===== src/rtl/fifo_uart_tx.sv =====
// UART transmitter that pops words from an upstream FIFO and serialises them
// with a 16x oversampled baud tick, optional parity and configurable stop length.
`timescale 1ns/1ps
module fifo_uart_tx #(
  parameter int DBIT    = 8,
  parameter int SB_TICK = 16
) (
  input  logic            clk,
  input  logic            reset,
  input  logic [10:0]     dvsr,
  input  logic            parity_en,
  input  logic            parity_odd,
  input  logic            empty,
  input  logic [DBIT-1:0] r_data,
  output logic            rd,
  output logic            tx,
  output logic            busy,
  output logic            tx_done_tick
);

  typedef enum logic [2:0] {IDLE, START, DATA, PARITY, STOP} state_t;

  state_t          state, state_next;
  logic [10:0]     cnt, cnt_next, dvsr_l;
  logic [5:0]      s, s_next;
  logic [2:0]      n, n_next;
  logic [DBIT-1:0] sreg, sreg_next;
  logic            tx_reg, tx_next;
  logic            pen_l, par_bit;
  logic            tick;

  assign tick = (cnt == dvsr_l);
  assign tx   = tx_reg;
  assign busy = (state != IDLE);

  // NOTE: sequential state uses non-blocking assignments so every register
  // samples pre-edge values regardless of statement order.
  always_ff @(posedge clk or posedge reset) begin
    if (reset) begin
      state   <= IDLE;
      cnt     <= '0;
      dvsr_l  <= '0;
      s       <= '0;
      n       <= '0;
      sreg    <= '0;
      tx_reg  <= 1'b1;
      pen_l   <= 1'b0;
      par_bit <= 1'b0;
    end else begin
      state  <= state_next;
      cnt    <= cnt_next;
      s      <= s_next;
      n      <= n_next;
      sreg   <= sreg_next;
      tx_reg <= tx_next;
      // Frame configuration is frozen at the pop so mid-frame input changes are ignored.
      if (rd) begin
        dvsr_l  <= dvsr;
        pen_l   <= parity_en;
        par_bit <= (^r_data) ^ parity_odd;
      end
    end
  end

  // NOTE: every variable written here gets a default first, so no path can
  // leave one unassigned and infer a latch.
  always_comb begin
    state_next   = state;
    cnt_next     = (state == IDLE) ? 11'd0 : (tick ? 11'd0 : cnt + 11'd1);
    s_next       = s;
    n_next       = n;
    sreg_next    = sreg;
    tx_next      = tx_reg;
    rd           = 1'b0;
    tx_done_tick = 1'b0;

    unique case (state)
      IDLE: begin
        tx_next = 1'b1;
        if (!empty && !reset) begin
          rd         = 1'b1;
          state_next = START;
          sreg_next  = r_data;
          s_next     = '0;
          n_next     = '0;
          tx_next    = 1'b0;
        end
      end
      START: begin
        if (tick) begin
          if (s == 6'd15) begin
            s_next     = '0;
            state_next = DATA;
            tx_next    = sreg[0];
          end else begin
            s_next = s + 6'd1;
          end
        end
      end
      DATA: begin
        if (tick) begin
          if (s == 6'd15) begin
            s_next    = '0;
            sreg_next = sreg >> 1;
            if (n == 3'(DBIT-1)) begin
              state_next = pen_l ? PARITY : STOP;
              tx_next    = pen_l ? par_bit : 1'b1;
            end else begin
              n_next  = n + 3'd1;
              tx_next = sreg[1];
            end
          end else begin
            s_next = s + 6'd1;
          end
        end
      end
      PARITY: begin
        if (tick) begin
          if (s == 6'd15) begin
            s_next     = '0;
            state_next = STOP;
            tx_next    = 1'b1;
          end else begin
            s_next = s + 6'd1;
          end
        end
      end
      STOP: begin
        if (tick) begin
          if (s == 6'(SB_TICK-1)) begin
            s_next       = '0;
            state_next   = IDLE;
            tx_done_tick = 1'b1;
          end else begin
            s_next = s + 6'd1;
          end
        end
      end
      default: state_next = IDLE;
    endcase
  end

endmodule


===== config.mk =====
export PLATFORM = sky130hd
export DESIGN_NAME = fifo_uart_tx
export DESIGN_NICKNAME = d
export VERILOG_FILES = /design/src/rtl/fifo_uart_tx.sv
export SDC_FILE = /design/constraint.sdc
export NUM_CORES = 1
export LEC_CHECK = 0
export CAP_MARGIN = 30
export CORE_MARGIN = 1
export CORE_UTILIZATION = 40
export DETAILED_ROUTE_END_ITERATION = 6
export GPL_TIMING_DRIVEN = 0
export SLEW_MARGIN = 20
export SYNTH_ARGS = -nofsm -noshare
export SYNTH_HDL_FRONTEND = slang
export SYNTH_SLANG_ARGS = --single-unit

===== constraint.sdc =====
create_clock -name clk -period 2.6 [get_ports clk]
set_input_delay 0.26 -clock clk [delete_from_list [all_inputs] [get_ports clk]]
set_output_delay 0.26 -clock clk [all_outputs]
set_load 0.03 [all_outputs]

==> metrics.md <==
| Metric | Value |
|---|---|
| Final net count | `312` |
| Share of layout cells above drive strength 1 | `0.08421` |
| Pleak | `0.001271 µW` |
| Initial antenna violation count | `0` |
| Critical-path cell list | `or3_1 > buf_2 > or3_1 > buf_6 > inv_2 > buf_6 > buf_6` |
| CP Launch Type | `flip-flop` |
| Post-synth EDFFs | `0` |
| Worst min-delay path category | `in -> async` |
| CTS tree | `yes` |
| CP startpoint | `state[2]$_DFFE_PP0P_` |
| Crit path to | `rd` |
| Final core occ | `0.5067` |
| Syn_area_per_cell | `9.552 µm²` |
| Status | `complete, no violations` |
| Syn-to-layout area delta | `19.46%` |
| Initial Utilization | `0.4241` |
| Biggest regs | `cnt x11, dvsr_l x11, sreg x8` |
| Top_reg_cell synth | `dfrtp_1` |
| Inserted Diodes | `0` |
| Synth Register Bits | `45` |
| Fin crit period | `2.436 ns` |
| Remaining DRCs | `0` |
| Synth unique cells | `44` |
| Hold-fix buffers, CTS | `0` |
| Logic gate share of total power | `0.226` |
| Top-count cell post-synth | `nand2_1` |
| Sw power | `510.5 µW` |
| Detailed Route WL | `4899 µm` |
| Largest net degree at the start of global routing | `31` |
| Iter 0 DRT Violations | `108` |
| Via/cell ratio | `5.168` |
| Max-slew violations | `0` |
| Seq pwr share | `0.528` |
| Clock latency on the worst-skew pair | `0.29 ns` |
| Synth top area share | `0.4629` |
| Pre-antenna DRT Iters | `4` |
| GRT Total Usage | `0.1750` |
| Power Total | `1688 µW` |
| First-pass GRT wire length | `8480 µm` |
| Synth top area cells | `dfrtp_1 46%, nand2_1 7.7%, xor2_1 5.9%` |
| Register area share after synthesis | `0.4740` |
| Core Rows | `27` |
| Tcrit/Tclk final | `0.9368` |
| CTS root buffer | `clkbuf_8` |
| Crit path kind | `reg -> out` |
| Max-Cap Viols | `0` |
| CP delay by family, top | `buffers and inverters` |
| Syn_nets | `277` |
| H-tree depth | `2` |
| Buf/Inv on CP | `5` |
| Number of synthesis warnings | `0` |
| IO buf count | `27` |
| Maximum clock insertion buffer count | `2` |
| CTS Sinks | `45` |
| Crit Reg-Reg Startpoint | `cnt[0]$_DFF_PP0_` |
| F_max | `0.4106 GHz` |
| Gpl congestion | `0.7530` |
| Number of global-route vias before repair | `1829` |
| Setup WS pre-CTS | `-0.1590 ns` |
| Reg2reg end | `s[0]$_DFFE_PP0P_` |
| Post-route ant nets | `0` |
| Num CTS Buffers | `5` |
| Per-cell routed wire length | `13.72 µm` |
| Worst setup margin | `0.1643 ns` |
| Crit path required time | `2.34 ns` |
| Synth Instances | `249` |
| Final number of setup-violating endpoints | `0` |
| Synth async-reset ratio | `1.000` |
| P_int | `1178 µW` |
| PwrDens | `594.1 nW/µm²` |
| Top cells by count, synth | `49 x nand2_1, 44 x dfrtp_1, 21 x nor2_1` |
| # IOs | `28` |
| Setup TNS | `0 ns` |
| Cell at the slowest stage of the critical path | `dfrtp_2` |
| Crit-path max FO | `19` |
| Worst Skew | `0.006194 ns` |
| Mapped Area | `2379 µm²` |
| Core Box Area | `5608 µm²` |
| Path depth of the worst reg2reg path | `6` |
| Clk network pwr share | `0.247` |
| Fin Hold WS | `0.3413 ns` |
| Die ar. | `6258 µm²` |
| Relative slew margins | `0.6847` |
| Fin. Hold Viols | `0` |
| Overflow after GRT | `0` |
| Maximum vdd drop | `0.2697 mV` |
| Top cell type by total area after synthesis | `dfrtp_1` |
| Chip width | `79.11 µm` |
| Slowest stage delay, CP | `0.46 ns` |
| Transition time of the tightest slew-check pin | `0.4730 ns` |
| Total vias in the final route | `1845` |
| Fillcell total | `537` |
| Dpl hpwl | `3515 µm` |
| Setup crit end kind | `output port` |
| Die H | `79.11 µm` |
| Crit-path most repeated cell | `buf_6` |
| Worst path depth | `7` |
| Reg-to-reg slack, setup | `0.35 ns` |
| RSZ-0062 raised after global routing | `false` |
| Critical path arrival | `2.18 ns` |
| Switching share of power | `0.3024` |
| Clock slew at reported path FFs | `0.08 ns` |
layout by cell type, fill, tap and decap left out, drive strengths merged, types with 2 or more instances in the layout:
cell	count
a21bo	2
a21o	2
a21oi	4
a221o	7
a22o	2
and2	7
and3	3
buf	7
clkbuf	12
clkdlybuf4s50	25
dfrtp	44
ha	4
inv	7
nand2	49
nand3	11
nand3b	2
nor2	21
nor3	6
nor4	3
o211ai	3
o21a	2
o21ai	10
o22ai	2
o311ai	3
or3	4
or4	2
xnor2	12
xor2	16
cell families (layout without fill, tap and decap cells):
logic type / after synthesis / in the layout / synth area share
and+or+nand+nor: 112 / 112 / 0.2241
DFF: 45 / 45 / 0.4740
AOI/OAI and AO/OA: 43 / 43 / 0.1373
xor gates and xnor gates: 28 / 28 / 0.1031
buffers and inverters: 16 / 52 / 0.03577
adders and majority gates: 4 / 4 / 0.02104
muxes: 1 / 1 / 0.004734
repair_timing:
action                                  4_1_cts  5_1_grt
buffers inserted                              1        0
pin swaps                                     1        0
hold endpoints to repair                      0        0
endpoints found under the setup margin        2        1
resized for setup                             9        1
through the flow:
step | instance area (µm²) | cells
3_3_place_gp | 2739 | 348
3_5_place_dp | 2759 | 349
4_1_cts | 2849 | 358
5_1_grt | 2841 | 357
2_1_floorplan | 2379 | 249
6_report | 2841 | 357
final cells by class:
cell class / count / area, µm² / area share
flip-flops and latches: 45 / 1129 / 0.3972
repair buffers: 29 / 297.8 / 0.1048
inverters: 7 / 26.28 / 0.009247
clock buffers: 8 / 80.08 / 0.02818
plain buffers: 8 / 47.55 / 0.01673
multi-input cells: 188 / 1171 / 0.4122
well taps: 72 / 90.09 / 0.03170
worst reg2reg max path: cells and delay by family (launching register included):
kind / cells / cell delay (ns)
and+or+nand+nor: 2 / 0.61
AOI/OAI and AO/OA: 2 / 0.59
DFF: 1 / 0.45
buffers and inverters: 1 / 0.30
xor gates and xnor gates: 1 / 0.19
layer usage:
layer	routed length, µm	vias to the layer above	global-route usage
li1	-	939	-
met1	2466	871	0.2438
met2	2222	33	0.2672
met3	167	2	0.03563
met4	42	0	0.06364
met5	0	-	0
power groups by stage:
stage | logic (µW) | registers, µW | clock network (µW)
final | 381 | 891 | 416
after global routing | 439 | 909 | 467
after CTS | 388 | 890 | 437
after detailed placement | 384 | 903 | 0
after global placement | 373 | 901 | 0
after floorplan | 291 | 877 | 0
worst min path at each step:
stage | startpoint | end | slack, ns
CTS | reset | n[2]$_DFFE_PP0P_ | 0.34
global route | reset | n[2]$_DFFE_PP0P_ | 0.37
detailed placement | par_bit$_DFFE_PP0P_ | par_bit$_DFFE_PP0P_ | 0.48
global placement | par_bit$_DFFE_PP0P_ | par_bit$_DFFE_PP0P_ | 0.47
floorplan | dvsr[0] | dvsr_l[0]$_DFFE_PP0P_ | 0.37
finish | reset | n[2]$_DFFE_PP0P_ | 0.34
Power figures use the tool's default switching activity.
